**src/rtl/uart_tx_fifo.sv**
```systemverilog
// Byte FIFO feeding the UART transmitter: absorbs core write bursts and presents
// a show-ahead head byte on the transmitter's wr/data/busy handshake.
module uart_tx_fifo #(
    parameter  int DEPTH = 16,
    localparam int AW    = $clog2(DEPTH)
) (
    input  logic          clk,
    input  logic          rst,
    input  logic          wr_en,
    input  logic [7:0]    wr_data,
    output logic          full,
    output logic          empty,
    output logic [AW:0]   count,
    output logic          overflow,
    input  logic          ovf_clr,
    output logic          tx_wr,
    output logic [7:0]    tx_data,
    input  logic          tx_busy
);

    logic [7:0]    mem_q [DEPTH];
    logic [AW-1:0] rd_ptr_q, rd_ptr_d;
    logic [AW-1:0] wr_ptr_q, wr_ptr_d;
    logic [AW:0]   count_q, count_d;
    logic          full_q, full_d;
    logic          empty_q, empty_d;
    logic          overflow_q, overflow_d;
    logic          push, pop;

    always_comb begin
        // NOTE: every output of this block gets a default first, so no path leaves a latch.
        push       = wr_en && !full_q;
        pop        = !empty_q && !tx_busy;
        rd_ptr_d   = rd_ptr_q;
        wr_ptr_d   = wr_ptr_q;
        count_d    = count_q;
        overflow_d = overflow_q;

        if (push) wr_ptr_d = wr_ptr_q + AW'(1);
        if (pop)  rd_ptr_d = rd_ptr_q + AW'(1);

        if (push && !pop)      count_d = count_q + (AW+1)'(1);
        else if (pop && !push) count_d = count_q - (AW+1)'(1);

        full_d  = (count_d == (AW+1)'(DEPTH));
        empty_d = (count_d == '0);

        // A dropped push in the same cycle as a clear leaves the flag set.
        if (ovf_clr)         overflow_d = 1'b0;
        if (wr_en && full_q) overflow_d = 1'b1;
    end

    always_ff @(posedge clk) begin
        // NOTE: sequential state uses non-blocking assignment so every flop samples pre-edge values.
        if (rst) begin
            rd_ptr_q   <= '0;
            wr_ptr_q   <= '0;
            count_q    <= '0;
            full_q     <= 1'b0;
            empty_q    <= 1'b1;
            overflow_q <= 1'b0;
        end else begin
            rd_ptr_q   <= rd_ptr_d;
            wr_ptr_q   <= wr_ptr_d;
            count_q    <= count_d;
            full_q     <= full_d;
            empty_q    <= empty_d;
            overflow_q <= overflow_d;
        end
    end

    // NOTE: the storage array has no reset; pointers and count define which entries are valid.
    always_ff @(posedge clk) begin
        if (push) mem_q[wr_ptr_q] <= wr_data;
    end

    assign full     = full_q;
    assign empty    = empty_q;
    assign count    = count_q;
    assign overflow = overflow_q;
    assign tx_wr    = !empty_q;
    assign tx_data  = mem_q[rd_ptr_q];

endmodule

```
**config.mk**
```make
export PLATFORM = sky130hd
export DESIGN_NAME = uart_tx_fifo
export DESIGN_NICKNAME = d
export VERILOG_FILES = /design/src/rtl/uart_tx_fifo.sv
export SDC_FILE = /design/constraint.sdc
export NUM_CORES = 1
export LEC_CHECK = 0
export ABC_AREA = 0
export BUFFER_PORTS_ARGS = -buffer_cell sky130_fd_sc_hd__buf_4
export CORE_MARGIN = 2
export CORE_UTILIZATION = 54
export DETAILED_ROUTE_END_ITERATION = 12
export PLACE_DENSITY_LB_ADDON = 0.05
export RECOVER_POWER = 100
export SYNTH_ARGS = -nofsm -noshare
export SYNTH_HDL_FRONTEND = slang
export SYNTH_SLANG_ARGS = --single-unit
```
**constraint.sdc**
```tcl
create_clock -name clk -period 2.8 [get_ports clk]
set_input_delay 0.28 -clock clk [delete_from_list [all_inputs] [get_ports clk]]
set_output_delay 0.28 -clock clk [all_outputs]
set_load 0.01 [all_outputs]
```
==> results of run 1 <==
-- per-layer routing --
| metal | track usage | routed length (um) |
|---|---|---|
| met3 | 0.04722 | 820 |
| met4 | 0.07875 | 174 |
| met5 | 0 | 13 |
| met1 | 0.3064 | 5049 |
| met2 | 0.3339 | 5498 |
-- kinds of logic after synthesis --
kind of cell | count (synthesis) | synth area share
AOI/OAI and AO/OA | 12 | 0.01374
DFF | 148 | 0.7171
and+or+nand+nor | 63 | 0.05116
muxes | 40 | 0.1700
buffers and inverters | 22 | 0.01987
xor gates and xnor gates | 9 | 0.01332
adders and majority gates | 7 | 0.01480
-- layout make-up --
cell class | count | area [um^2]
multi-input cells | 131 | 1550
flip-flops and latches | 148 | 4244
well taps | 140 | 175.2
fillers | 795 | 3880
clock inverters | 10 | 206.4
repair buffers | 49 | 230.2
inverters | 7 | 26.28
clock buffers | 22 | 432.9
-- sequential cells by signal, indices dropped and copies added, names as in the netlist, named ones only --
register  count
full          1
overflow      1
mem_q       128
wr_ptr_q      4
count         5
rd_ptr_q      4
empty         1
-- synth_stat cells --
cell type / count / area share
clkbuf_1: 5 / 0.0032
nand3_1: 2 / 0.0017
mux4_2: 12 / 0.046
nand4_1: 2 / 0.0021
nor2_1: 27 / 0.017
xor2_1: 5 / 0.0074
or2_1: 1 / 0.0011
ha_1: 7 / 0.015
nand2_1: 12 / 0.0076
buf_1: 5 / 0.0032
a211oi_1: 3 / 0.0038
nor3_1: 8 / 0.0068
a21oi_1: 3 / 0.0025
edfxtp_1: 128 / 0.65
buf_2: 1 / 0.00084
mux4_1: 28 / 0.12
nand2b_1: 4 / 0.0042
nor4_2: 1 / 0.0021
o31a_1: 1 / 0.0015
and2b_1: 1 / 0.0013
inv_1: 7 / 0.0044
a31oi_1: 2 / 0.0021
a311oi_1: 1 / 0.0015
o21ai_0: 1 / 0.00084
nor4_1: 1 / 0.0011
a31o_1: 1 / 0.0015
and4_1: 2 / 0.0030
dfxtp_1: 20 / 0.068
xnor2_1: 4 / 0.0059
and4bb_1: 1 / 0.0021
and3_1: 1 / 0.0011
buf_6: 3 / 0.0057
buf_8: 1 / 0.0025
-- metrics by stage --
stage	std cells	utilization	hold slack [ns]
CTS	507	0.6536	0.01189
global placement	475	0.5941	0.4574
detailed placement	475	0.5941	0.4692
floorplan	301	-	0.3789
finish	507	0.6389	0.02868
global route	507	0.6389	0.03216
-- critical path, cell delays in order, from the launching register on --
cell	delay (ns)
dfxtp_1	0.35
buf_12	0.24
mux4_1	0.60
mux4_2	0.50
clkbuf_1	0.15
-- worst paths after layout --
kind / endpoint / slack (ns) / cells after the start
worst max-delay path: tx_data[1] / 0.12 / 4
worst min-delay path: overflow / 0.03 / 3
worst max register to register: full / 0.73 / 6
worst min register to register: overflow / 0.47 / 2
-- power by group through the flow --
stage / clock, uW / combinational (uW) / sequential [uW]
after floorplan: 0 / 448 / 2560
after global placement: 0 / 661 / 2560
after detailed placement: 0 / 673 / 2560
after CTS: 2470 / 675 / 2510
after global routing: 2580 / 675 / 2520
final: 2440 / 615 / 2510
==> flow_summary_export.csv, run 1 <==
group,metric,value,unit
sta,rsz0062_at_grt,"no",
sta,finalCriticalPeriod,2.682,ns
setup_path,reg2reg_from,"full",
layout,layout_commonest_cell,"edfxtp_1",
drt,final_antenna_net_count,0,
floorplanning,start_util,0.5508,
synthesis,syn_area,5918,um^2
sta,min_period_over_period,0.9578,
placement,hpwl,7.114,mm
sta,fin_skew,0.007149,ns
setup_path,crit_type,"reg -> out",
sta,fmax,372.9,MHz
hold_path,min-delay-start,"ovf_clr",
hold_path,hold_class,"in -> reg",
clock_network,cts.path.max_buffers,2,
floorplanning,die-area,11810,um^2
layout,antennaDiodeCount,0,
drt,drc,0,
clock_network,cts_sinks,148,
floorplanning,die_w,108.7,um
sta,hold_viol,0,
sta,tightestPinTransition,0.8790,ns
setup_path,setup.worst_path.start_class,"flop",
clock_network,clkTransAtPathRegs,0.06,ns
floorplanning,coreArea,10750,um^2
global_route,grt_pass1_wl,17.42,mm
clock_network,cts-hold-fix-buffers,0,
global_route,grt_usage,0.2157,
drt,avgRoutedWirePerCell,22.79,um
clock_network,cts_buffers,17,
run_status,status,"finished, final reports clean",
setup_path,cp_max_fo,32,
layout,layout_common_cells,"128 x edfxtp_1, 45 x clkbuf_1, 28 x mux4_1",
power,switching_share,0.2124,
setup_path,critPathCaptureType,"output pin",
layout,drive_above_1_share,0.1281,
power,p_seq_frac,0.452,
power,pwr-share-comb,0.111,
job,cap_violations,0,
synthesis,ys_seq_elements,148,
drt,dr.first_iter.drc_count,249,
sta,fin_ws,0.1181,ns
layout,nets,374,
placement,gp_congestion,0.7689,
clock_network,cts.htree.levels,4,
synthesis,yosys_warnings,0,
power,internal_power,4382,uW
floorplanning,die-height,108.7,um
power,p_clk_frac,0.438,
setup_path,crit_arrival,2.40,ns
drt,via_per_inst,5.893,
floorplanning,num_rows,38,
power,totalPowerFinal,5564,uW
clock_network,cts_setup_buffers,0,
clock_network,cts_tree,"done",
global_route,overflow,0,
placement,io_buffers,29,
power,power_density,810.4,nW/um^2
power,leakagePower,0.002239,uW
sta,final-max-slew-violation-count,0,
sta,setup_violations,0,
floorplanning,io_pins,30,
sta,slew_headroom,0.4140,
layout,syn_to_final_growth,16.00,%
clock_network,clk_latency,0.51,ns
power,ir_worst_vdd,0.4901,mV
placement,placed_cell_area,6384,um^2
synthesis,avgSynthCellArea,19.66,um^2
synthesis,ys_seq_area_frac,0.7171,
global_route,grt_pass1_vias,2966,
synthesis,syn_inst,301,
drt,vias,2988,
power,power_switching,1182,uW
clock_network,cts.repair.resized,0,
drt,drt-pass1-iter-count,4,
sta,fin_tns_setup,0,ns
placement,preCtsSetupSlack,0.6647,ns
synthesis,ys_types,33,
drt,wl,11.56,mm
setup_path,cp.required,2.52,ns
global_route,grt_max_degree,33,
synthesis,synthesis.nets,321,
global_route,antenna_found_initial,1,
clock_network,root_buffer,"clkbuf_8",
layout,fin_area,6865,um^2
(Power assumes the default switching activity.)
==> run 2, diff against run 1 <==
==> constraint.sdc (replaced) <==
create_clock -name clk -period 2.8 [get_ports clk]
set_input_delay 0.28 -clock clk [delete_from_list [all_inputs] [get_ports clk]]
set_output_delay 0.28 -clock clk [all_outputs]
set_load 0.02 [all_outputs]
==> run 2 against run 1 <==
Effect of this change: setup slack improved by 0.028 ns; clock power shrank 7%; first-iteration DRC count grew 9.6%; power decreased by 1.6%; combinational power is 11% higher; critical path type unchanged; critical endpoint is now tx_data[2]; highest routed layer is now met4.
==> flow_summary_export.csv, run 2 (synthesis results as in run 1) <==
group,metric,value,unit
sta,rsz0062_at_grt,"no",
sta,fin_skew,0.01060,ns
layout,largest_reg_flops,128,
hold_path,hold_class,"in -> reg",
layout,layout_common_cells,"128 x edfxtp_1, 35 x clkbuf_1, 28 x mux4_1",
drt,drt-pass1-iter-count,4,
setup_path,r2r_slack,0.74,ns
clock_network,cts.path.max_buffers,2,
floorplanning,coreArea,10750,um^2
layout,layout_commonest_cell,"edfxtp_1",
sta,hold_viol,0,
clock_network,clk_latency,0.52,ns
placement,placed_cell_area,6391,um^2
layout,drive_above_1_share,0.1572,
setup_path,reg2reg_from,"full",
drt,dr.first_iter.drc_count,273,
setup_path,cp.required,2.52,ns
power,leakagePower,0.002246,uW
drt,wl,11.51,mm
layout,stdcell_count,509,
clock_network,clkTransAtPathRegs,0.06,ns
power,totalPowerFinal,5477,uW
layout,nets,376,
clock_network,cts_tree,"done",
floorplanning,start_util,0.5508,
power,ir_worst_vdd,0.4749,mV
job,cap_violations,0,
global_route,grt_usage,0.2135,
layout,seq_area,4245,um^2
global_route,grt_pass1_wl,17.22,mm
setup_path,cp_max_fo,24,
setup_path,r2r.worst_path.cells,6,
sta,finalCriticalPeriod,2.654,ns
setup_path,setup.worst_path.start_class,"flop",
layout,regMostFlops,"mem_q",
setup_path,r2r_end,"full",
run_status,status,"finished, final reports clean",
drt,drc,0,
layout,syn_to_final_growth,15.81,%
drt,via_per_inst,5.914,
layout,multi_input_area,1550,um^2
drt,avgRoutedWirePerCell,22.61,um
layout,utilization,0.6379,
sta,slew_headroom,0.4274,
drt,vias,3010,
setup_path,crit_arrival,2.37,ns
global_route,grt_pass1_vias,2968,
floorplanning,die-height,108.7,um
power,power_density,799.1,nW/um^2
layout,filler_cell_count,803,
placement,hpwl,7.088,mm
floorplanning,io_pins,30,
clock_network,cts_buffers,17,
sta,min_period_over_period,0.9479,
floorplanning,die_w,108.7,um
sta,setup_violations,0,
sta,fin_tns_setup,0,ns
setup_path,cp-endpoint,"tx_data[2]",
clock_network,cts.htree.levels,4,
global_route,overflow,0,
drt,final_antenna_net_count,0,
layout,fin_area,6854,um^2
floorplanning,die-area,11810,um^2
clock_network,root_buffer,"clkbuf_8",
clock_network,cts_sinks,148,
layout,antennaDiodeCount,0,
global_route,antenna_found_initial,0,
setup_path,critPathCaptureType,"output pin",
sta,fmax,376.8,MHz
placement,placed_cells,476,
placement,gp_congestion,0.7468,
sta,tightestPinTransition,0.8589,ns
clock_network,cts_setup_buffers,0,
setup_path,crit_type,"reg -> out",
global_route,grt_max_degree,33,
placement,io_buffers,29,
sta,final-max-slew-violation-count,0,
floorplanning,num_rows,38,
[run 2: how the worst min path moves through the flow]
stage / startpoint / end / slack (ns) / depth (start not counted)
6_report: wr_en / overflow / 0.03 / 3
5_1_grt: wr_en / overflow / 0.03 / 3
4_1_cts: wr_en / overflow / 0.008 / 3
3_5_place_dp: overflow / overflow / 0.46 / 2
3_3_place_gp: overflow / overflow / 0.46 / 2
2_1_floorplan: wr_data[0] / mem_q[0][0] / 0.38 / 0
[run 2: worst max-delay path: stages, from the launching register on]
cell      delay [ns]
dfxtp_2         0.35
buf_12          0.21
mux4_1          0.63
mux4_2          0.47
clkbuf_2        0.17
[run 2: final cells by class]
type / instances / share of cell area
well taps: 140 / 0.02556
multi-input cells: 131 / 0.2262
inverters: 7 / 0.003834
flip-flops and latches: 148 / 0.6194
clock buffers: 17 / 0.06042
clock inverters: 15 / 0.02756
repair buffers: 51 / 0.03706
[run 2: where the power goes]
| part | switching [uW] | internal (uW) | total (uW) |
|---|---|---|---|
| combinational | 377 | 305 | 682 |
| clock | 844 | 1440 | 2280 |
| sequential | 49.8 | 2470 | 2520 |
| total | 1270 | 4210 | 5480 |
[run 2: per-stage QoR]
| step | setup WS [ns] | hold slack (ns) |
|---|---|---|
| after floorplan | 0.8623 | 0.3789 |
| after global placement | 0.6899 | 0.4560 |
| after detailed placement | 0.6936 | 0.4645 |
| after CTS | 0.1284 | 0.007937 |
| after global routing | 0.06907 | 0.03423 |
| final | 0.1459 | 0.02945 |
[run 2: repair_timing]
item | in CTS | in global routing
resized for setup | 0 | 0
endpoints found under the setup margin | 0 | 0
hold endpoints to repair | 1 | 0
hold buffers | 1 | 0
[run 2: per-layer routing]
layer,vias up,share of wire,track usage
met5,-,0,0
met4,0,0.018,0.07692
met3,14,0.058,0.05021
met2,111,0.48,0.3210
met1,1548,0.45,0.3109
li1,1337,-,-
